[src/rtl/can_tx_scheduler.sv]
// Shares one CAN controller transmit path among NUM_MB one-entry mailboxes.
// The full mailbox with the lowest CAN ID is programmed over Wishbone, then polled and checked.
module can_tx_scheduler #(
    parameter int          NUM_MB    = 4,
    parameter logic [31:0] BASE_ADDR = 32'h0,
    parameter int          POLL_MAX  = 16,
    localparam int         IDX_W     = (NUM_MB > 1) ? $clog2(NUM_MB) : 1
) (
    input  logic                 clk,
    input  logic                 rst,
    input  logic [NUM_MB-1:0]    req_valid,
    output logic [NUM_MB-1:0]    req_ready,
    input  logic [NUM_MB*11-1:0] req_id,
    input  logic [NUM_MB*8-1:0]  req_len,
    input  logic [NUM_MB*32-1:0] req_data0,
    input  logic [NUM_MB*32-1:0] req_data1,
    output logic [31:0]          wbm_adr_o,
    output logic [31:0]          wbm_dat_o,
    input  logic [31:0]          wbm_dat_i,
    output logic                 wbm_we_o,
    output logic                 wbm_cyc_o,
    output logic                 wbm_stb_o,
    input  logic                 wbm_ack_i,
    output logic                 done_valid,
    output logic [IDX_W-1:0]     done_idx,
    output logic                 done_err,
    output logic                 busy
);

    localparam int PC_W = $clog2(POLL_MAX + 1);

    typedef enum logic [3:0] {
        IDLE, WR_ID, WR_LEN, WR_D0, WR_D1, WR_CMD, POLL, RD_RXID, RD_CLR, DONE
    } state_t;

    state_t            state, state_d;
    logic              gap;        // one idle bus cycle after each acked access
    logic [IDX_W-1:0]  cur_idx;
    logic              err;
    logic              rx_ok;
    logic [PC_W-1:0]   poll_cnt;

    logic [NUM_MB-1:0] mb_full;
    logic [10:0]       mb_id  [NUM_MB];
    logic [7:0]        mb_len [NUM_MB];
    logic [31:0]       mb_d0  [NUM_MB];
    logic [31:0]       mb_d1  [NUM_MB];

    logic              any_full;
    logic [IDX_W-1:0]  win_idx;
    logic [10:0]       win_id;
    logic              bus_act;
    logic [7:0]        bus_off;
    logic              bus_we;
    logic [31:0]       bus_wdat;
    logic              unused_dat;

    assign unused_dat = ^wbm_dat_i[31:11];

    // Lowest ID wins; strict compare keeps the lowest index on ties.
    always_comb begin
        any_full = 1'b0;
        win_idx  = '0;
        win_id   = '1;
        for (int i = 0; i < NUM_MB; i++) begin
            if (mb_full[i] && (!any_full || mb_id[i] < win_id)) begin
                any_full = 1'b1;
                win_idx  = IDX_W'(i);
                win_id   = mb_id[i];
            end
        end
    end

    // NOTE: every variable gets a default before the case so no path leaves it unassigned (no latches).
    always_comb begin
        state_d  = state;
        bus_act  = 1'b0;
        bus_off  = 8'h00;
        bus_we   = 1'b0;
        bus_wdat = '0;
        case (state)
            WR_ID:   begin bus_act = 1'b1; bus_off = 8'h08; bus_we = 1'b1; bus_wdat = {21'b0, mb_id[cur_idx]}; end
            WR_LEN:  begin bus_act = 1'b1; bus_off = 8'h0C; bus_we = 1'b1; bus_wdat = {24'b0, mb_len[cur_idx]}; end
            WR_D0:   begin bus_act = 1'b1; bus_off = 8'h10; bus_we = 1'b1; bus_wdat = mb_d0[cur_idx]; end
            WR_D1:   begin bus_act = 1'b1; bus_off = 8'h14; bus_we = 1'b1; bus_wdat = mb_d1[cur_idx]; end
            WR_CMD:  begin bus_act = 1'b1; bus_off = 8'h00; bus_we = 1'b1; bus_wdat = 32'h2; end
            POLL:    begin bus_act = 1'b1; bus_off = 8'h04; end
            RD_RXID: begin bus_act = 1'b1; bus_off = 8'h18; end
            RD_CLR:  begin bus_act = 1'b1; bus_off = 8'h1C; end
            default: ;
        endcase

        case (state)
            IDLE: if (any_full) state_d = WR_ID;
            DONE: state_d = IDLE;
            default: begin
                if (gap) begin
                    case (state)
                        WR_ID:   state_d = WR_LEN;
                        WR_LEN:  state_d = WR_D0;
                        WR_D0:   state_d = WR_D1;
                        WR_D1:   state_d = WR_CMD;
                        WR_CMD:  state_d = POLL;
                        POLL: begin
                            if (rx_ok)                            state_d = RD_RXID;
                            else if (poll_cnt == PC_W'(POLL_MAX)) state_d = DONE;
                            else                                  state_d = POLL;
                        end
                        RD_RXID: state_d = RD_CLR;
                        RD_CLR:  state_d = DONE;
                        default: state_d = IDLE;
                    endcase
                end
            end
        endcase
    end

    assign wbm_cyc_o  = bus_act & ~gap;
    assign wbm_stb_o  = bus_act & ~gap;
    assign wbm_we_o   = bus_act & bus_we;
    assign wbm_adr_o  = bus_act ? BASE_ADDR + {24'b0, bus_off} : '0;
    assign wbm_dat_o  = bus_act ? bus_wdat : '0;
    assign done_valid = (state == DONE);
    assign done_idx   = cur_idx;
    assign done_err   = (state == DONE) & err;
    assign busy       = (state != IDLE);
    assign req_ready  = ~mb_full;

    // NOTE: sequential state uses non-blocking assignments so every flop samples pre-edge values.
    always_ff @(posedge clk or posedge rst) begin
        if (rst) begin
            state    <= IDLE;
            gap      <= 1'b0;
            cur_idx  <= '0;
            err      <= 1'b0;
            rx_ok    <= 1'b0;
            poll_cnt <= '0;
        end else begin
            state <= state_d;
            if (state == IDLE && any_full)
                cur_idx <= win_idx;
            if (bus_act) begin
                if (gap)
                    gap <= 1'b0;
                else if (wbm_ack_i)
                    gap <= 1'b1;
            end
            if (state == POLL && !gap && wbm_ack_i) begin
                rx_ok <= wbm_dat_i[0];
                if (!wbm_dat_i[0]) begin
                    poll_cnt <= poll_cnt + 1'b1;
                    if (poll_cnt == PC_W'(POLL_MAX - 1))
                        err <= 1'b1;
                end
            end
            if (state == RD_RXID && !gap && wbm_ack_i && wbm_dat_i[10:0] != mb_id[cur_idx])
                err <= 1'b1;
            if (state == DONE) begin
                err      <= 1'b0;
                poll_cnt <= '0;
            end
        end
    end

    // Load and release of different mailboxes in one cycle are independent.
    always_ff @(posedge clk or posedge rst) begin
        if (rst) begin
            mb_full <= '0;
        end else begin
            for (int i = 0; i < NUM_MB; i++) begin
                if (state == DONE && cur_idx == IDX_W'(i))
                    mb_full[i] <= 1'b0;
                else if (req_valid[i] && !mb_full[i])
                    mb_full[i] <= 1'b1;
            end
        end
    end

    // NOTE: payload storage has no reset; it is only read while its full flag is set.
    always_ff @(posedge clk) begin
        for (int i = 0; i < NUM_MB; i++) begin
            if (req_valid[i] && !mb_full[i]) begin
                mb_id[i]  <= req_id[i*11 +: 11];
                mb_len[i] <= req_len[i*8 +: 8];
                mb_d0[i]  <= req_data0[i*32 +: 32];
                mb_d1[i]  <= req_data1[i*32 +: 32];
            end
        end
    end

endmodule

[config.mk]
export PLATFORM = sky130hd
export DESIGN_NAME = can_tx_scheduler
export DESIGN_NICKNAME = d
export VERILOG_FILES = /design/src/rtl/can_tx_scheduler.sv
export SDC_FILE = /design/constraint.sdc
export NUM_CORES = 1
export LEC_CHECK = 0
export CAP_MARGIN = 15
export CORE_MARGIN = 2
export CORE_UTILIZATION = 35
export CTS_CLUSTER_DIAMETER = 30
export DETAILED_ROUTE_END_ITERATION = 6
export HOLD_SLACK_MARGIN = 0.12
export PLACE_DENSITY_LB_ADDON = 0.25
export SYNTH_ARGS = -nofsm -noshare
export SYNTH_HDL_FRONTEND = slang
export SYNTH_SLANG_ARGS = --single-unit
[constraint.sdc]
create_clock -name clk -period 5.6 [get_ports clk]
set_input_delay 1.12 -clock clk [delete_from_list [all_inputs] [get_ports clk]]
set_output_delay 1.12 -clock clk [all_outputs]
set_load 0.01 [all_outputs]
## Yosys cells after proc, flatten, opt, wreduce, memory -nomap -nowiden

Memory sizes are Yosys's and may differ from the RTL's.
Cells that the tools add are included.

- RAM bits: 332
- Logic and storage cells: 133
- Register bits after elaboration: 18
- Output and inout port bits: 76
- Memories: 4
- ROM bits: 0
- Bits in latches: 0
- Input bits: 371

- Muxes and demuxes: 48
- Equal/unequal tests: 18
- $mul: 0
- Order comparisons: 3
- $add $sub $neg: 1
- Reduce and logical (&&, ||, !) cells: 44
- Bitwise operators: 5
- Div/mod/pow operators: 0
- Shift operators: 0

Memories:

| memory | words | bits a word | rd ports | clocked after memory_dff | write ports | line | source |
|---|---|---|---|---|---|---|---|
| mb_d0 | 4 | 32 | 1 | 0 | 4 | 46 | `logic [31:0] mb_d0 [NUM_MB];` |
| mb_d1 | 4 | 32 | 1 | 0 | 4 | 47 | `logic [31:0] mb_d1 [NUM_MB];` |
| mb_id | 4 | 11 | 5 | 0 | 4 | 44 | `logic [10:0] mb_id [NUM_MB];` |
| mb_len | 4 | 8 | 1 | 0 | 4 | 45 | `logic [7:0] mb_len [NUM_MB];` |

Operator list:

| operator | number |
|---|---|
| one-hot mux 32 bit (5 select lines) | 1 |
| one-hot mux 5 bit (7 select lines) | 1 |
| < comparator 11 bit | 3 |
| two-way mux 11 bit | 3 |
| two-way mux 32 bit | 1 |
| one-hot mux 4 bit (8 select lines) | 1 |
| two-way mux 1 bit | 30 |
| logical AND 1 bit | 17 |
| equality test 4 x 3 -> 1 bit (second input constant) | 4 |
| two-way mux 4 bit | 4 |
| two-way mux 5 bit | 3 |
| != test 11 bit | 1 |
| nonzero test 2 bit | 5 |
| nonzero test 3 bit | 3 |
| equality test 4 x 2 -> 1 bit (second input constant) | 2 |
| equality test 4 bit (second input constant) | 2 |
| logical NOT 1 bit | 8 |
| two-way mux 8 bit | 1 |
| one-hot mux 4 bit (2 select lines) | 1 |
| OR reduction 8 bit | 1 |
| adder 5 x 1 -> 5 bit (second input constant) | 1 |
| equality test 5 x 4 -> 1 bit (second input constant) | 1 |
| equality test 5 bit (second input constant) | 1 |
| OR reduction 5 bit | 1 |
| other kinds (16) | 23 |

## Logic depth before layout (Yosys ltp)

An unclocked memory read counts as a cell.

- Depth in word-level cells: 16
- Gate-level depth with buffers: 28
- Mapped depth without buffers: 26

## Least setup slack after synthesis

Ideal clock, no wire load.

- Kind: reg2reg
- Start point: reg mb_full[0]
- End point: reg cur_idx[0], in the netlist done_idx[0]
- Arrival: 5.281 ns
- Required time: 5.518 ns
- Setup time: 0.082 ns
- Period minus slack after synthesis: 5.363 ns
- Path slack: 0.237 ns
- Stages on the path, launching flop included: 26
- Buffers on the path: 2
- Cells stage by stage: dfrtp_1 > inv_2 > nor2_1 > ha_1 > o21a_1 > o31ai_2 > a2111oi_4 > o31ai_1 > nand2_1 > buf_6 > mux2_2 > ha_1 > nand3_1 > nor4_1 > a21oi_1 > a21oi_1 > a21oi_4 > buf_12 > mux2_4 > ha_1 > a21oi_1 > o221ai_1 > a2111oi_0 > o21ai_0 > a211o_1 > o22ai_1

- Cells in the longest elaborated chain, start to end: 14
- Elaborated cells on any way between the ends: 23
- Classes of those cells: 3 x order compare; 10 x mux; 10 x reduce/logical

RTL lines:

| item | line | source |
|---|---|---|
| start, declared | 43 | `logic [NUM_MB-1:0] mb_full;` |
| start signal, assigned | 168 | `mb_full <= '0;` |
| start signal, assigned by index | 172 | `mb_full[i] <= 1'b0;` |
| start signal, assigned by index | 174 | `mb_full[i] <= 1'b1;` |
| two-way mux 11 bit / two-way mux 1 bit (equally long branches) | 66 | `if (mb_full[i] && (!any_full \|\| mb_id[i] < win_id)) begin` |
| < comparator 11 bit / logical NOT 1 bit (equally long branches) | 66 |  |
| logical OR 1 bit | 66 |  |
| logical AND 1 bit | 66 |  |
| two-way mux 11 bit / two-way mux 1 bit (equally long branches) | 66 |  |
| < comparator 11 bit / logical NOT 1 bit (equally long branches) | 66 |  |
| logical OR 1 bit | 66 |  |
| logical AND 1 bit | 66 |  |
| two-way mux 11 bit / two-way mux 1 bit (equally long branches) | 66 |  |
| < comparator 11 bit / logical NOT 1 bit (equally long branches) | 66 |  |
| logical OR 1 bit | 66 |  |
| logical AND 1 bit | 66 |  |
| two-way mux 1 bit | 66 |  |
| logical AND 1 bit | 140 | `if (state == IDLE && any_full)` |
| end signal, assigned | 141 | `cur_idx <= win_idx;` |
| end, declared | 38 | `logic [IDX_W-1:0] cur_idx;` |

Parallel ways exist; a longest one is shown, timed or not.
A chain may end at the register's enable or synchronous reset.

## Worst setup path after layout

Ends and elaborated chain as after synthesis.

==> flow_summary.ini <==
[synth]
synth_edf_count = 332
yosys_warnings = 0
synth_cells = 826
synth_ff_type = edfxtp_1
synthesis.area_sq_mm = 0.01499
synth_xor_xnor_area_share_pct = 0.9349
ys_seq_area_share_pct = 69.52
synth.distinct_cells = 58
synth_simple_gate_area_share_pct = 3.214
synth_fa_ha_area_share_pct = 2.671
synth-async-reset-ratio_pct = 5.143
synth_seq_cells = 350
synth_compound_area_share_pct = 5.601
muxShareOfSynthArea_pct = 14.37
synth_top_family_by_area = multiplexers
avgSynthCellArea_sq_um = 18.15

[outcome]
violations = setup timing
status = complete, but fails checks

[setup_path]
slowest_delay_ns = 0.44
crit_arrival_ns = 6.23
path_common_cell = buf_4
crit_path_start_kind = register
endpoint_kind = register
critPathMaxFanout = 7
cp_data_required_time_ns = 6.10
cp_slowest_cell = dfrtp_2
worst-setup-path-type = register to register

[floorplan]
core_sq_mm = 0.04213
dieHeight_microns = 210.9
die_w_microns = 210.9
ios = 447
rows = 75
start_util_pct = 35.58
die_area_sq_mm = 0.04450

[global_routing]
grt_use_met1_pct = 23.32
track_usage_pct = 20.32
antenna_found_initial = 9
grt_max_degree = 84
grt_use_met2_pct = 34.54
grt_pass1_vias = 10500
overflow = 0
grt_pass1_wl_microns = 64950
met3_usage_pct = 7.627
busiest_layer = met2

[power_and_ir_drop]
powerDensity_mw_per_mm2 = 421.4
totalPowerFinal_mw = 9.753
p_leak_nw = 8.308
vdd_drop_max_uv = 271.3

[placed_design]
io_buffer_count = 396
dp.cells = 1767
gp_congestion = 0.8360
placedInstanceArea_sq_mm = 0.01977
dp_worst_setup_slack_ns = -0.3855
place_hpwl_microns = 31050

[timing]
setup_tns_ns = -0.1261
setup_viol = 1
relSlewSlack_pct = 37.15
whs_ns = 0.5811
slew_viol_final = 0
rsz0062_at_grt = true
fmax_ghz = 0.1746
fin_crit_ns = 5.726
final.period_utilization_pct = 102.3
finalClockSkew_ns = 0.01933
fin_ws_ns = -0.1261
worst_pin_slew_ns = 0.9405
hold_viol = 0

[routing]
drtPass1Iterations = 5
avgViaCountPerCell = 4.987
wire_per_inst_microns = 23.54
wirelength_microns = 45640
vias = 9670
drc = 0
ant_nets = 0
drt_iter0_markers = 505

[clock_network]
cts_root_buffer = clkbuf_16
cts.path.max_buffers = 3
cts_tree = built
clk_latency_ns = 0.61
clk_pin_slew_worst_paths_ns = 0.04
htreeDepth = 3
clock_sinks = 350
numCtsBuffers = 84

[final_layout]
n_fill_cell = 3352
finalNonFillerCells = 1939
finalInstanceArea_sq_mm = 0.02314
fin_nets = 1732
final_core_util_pct = 54.93
syn_to_final_growth_pct = 54.41
drive_gt1_share_pct = 25.91

[worst_hold_path]
hold_path_class = register to register

[job]
maxCapViolations = 0
## state kept, by name (all words and copies together), names as in the netlist, 2 cells and up
register  count
mb_full       4
done_idx      2
mb_id        44
state         4
mb_len       32
mb_d1       128
mb_d0       128
poll_cnt      5
## critical path: cells and delay by family, from the launching register on
family / cells / cell delay [ns]
muxes: 2 / 0.55
and+or+nand+nor: 6 / 1.00
DFF: 1 / 0.44
buffers and inverters: 6 / 1.04
adders and majority gates: 3 / 0.73
AOI/OAI and AO/OA: 11 / 1.87
## metal layers
layer	part of all wire, %	routed length, microns
met3	9.2	4205
met5	0.14	65
met1	37	16830
met4	2.5	1150
met2	51	23390
## final timing paths
check                             from  cells past startpoint          end  slack, ns
max in group asynchronous          rst                      2  done_idx[0]       3.97
hold reg to reg            poll_cnt[3]                      2  poll_cnt[3]       0.58
hold / removal             poll_cnt[3]                      2  poll_cnt[3]       0.58
min in group asynchronous          rst                      2          gap       1.01
setup reg to reg            mb_full[0]                     28  done_idx[0]      -0.13
setup / recovery            mb_full[0]                     28  done_idx[0]      -0.13
## layout make-up
type / instances / area [sq um] / share of cell area (%)
Timing Repair Buffer: 456 / 4488 / 19.39
Tap cell: 539 / 674.4 / 2.914
Inverter: 39 / 151.4 / 0.6541
Sequential cell: 350 / 10430 / 45.06
Clock buffer: 93 / 2210 / 9.547
Antenna cell: 3 / 7.507 / 0.03244
Timing Repair inverter: 1 / 7.507 / 0.03244
Clock inverter: 61 / 631.9 / 2.730
Multi-Input combinational cell: 397 / 4546 / 19.64
## layout by cell type (no fill, tap or decap), types with 7 or more instances in the layout
cell type / instances
inv_1: 37
nor2_1: 29
clkinvlp_4: 12
mux2_2: 7
mux2_4: 12
clkinv_1: 11
o21ai_0: 14
ha_4: 13
a22oi_1: 17
a21o_1: 7
a21oi_1: 9
xor2_1: 14
edfxtp_1: 332
clkdlybuf4s50_1: 396
nand2_1: 20
buf_4: 52
bufinv_16: 8
clkbuf_16: 87
clkinv_2: 10
ha_1: 19
a22o_1: 21
mux4_2: 83
dfrtp_1: 15
inv_6: 12
conb_1: 29
## where the power goes
group	switching, mW	leakage (nW)	internal [mW]	total [mW]
sequential	0.145	3.19	2.98	3.12
clock	1.57	1.36	3.23	4.80
combinational	0.845	3.76	0.984	1.83
## what timing repair did
action / in CTS / in global routing
endpoints found under the setup margin: 2 / 2
pin swaps: 4 / 16
resized for setup: 10 / 59
buffers inserted: 4 / 10
hold buffers: 0 / 0
cloned: 1 / 0
## cell usage after synthesis (6+ instances only)
library cell,instances,area share [%]
a21oi_1,17,0.57
clkbuf_1,22,0.55
inv_1,38,0.95
a21o_1,7,0.35
mux2_4,8,0.80
mux2_2,11,0.83
mux4_2,83,12
dfrtp_1,18,3.0
a211oi_1,6,0.30
a22oi_1,17,0.85
xor2_1,14,0.82
buf_4,30,1.5
edfxtp_1,332,67
nor4_1,6,0.25
nor2_1,33,0.83
ha_1,32,2.7
a31oi_1,6,0.25
o21ai_0,18,0.60
nand3_1,10,0.33
buf_2,10,0.33
a22o_1,21,1.2
nand2_1,20,0.50
## cells by family after synthesis
group,after synthesis
simple gates,99
compound gates,115
buf+inv,107
fa+ha+maj,32
mux,106
other cells,1
flops,350
xor+xnor,16
No activity file was read; power rests on OpenSTA's default activity.
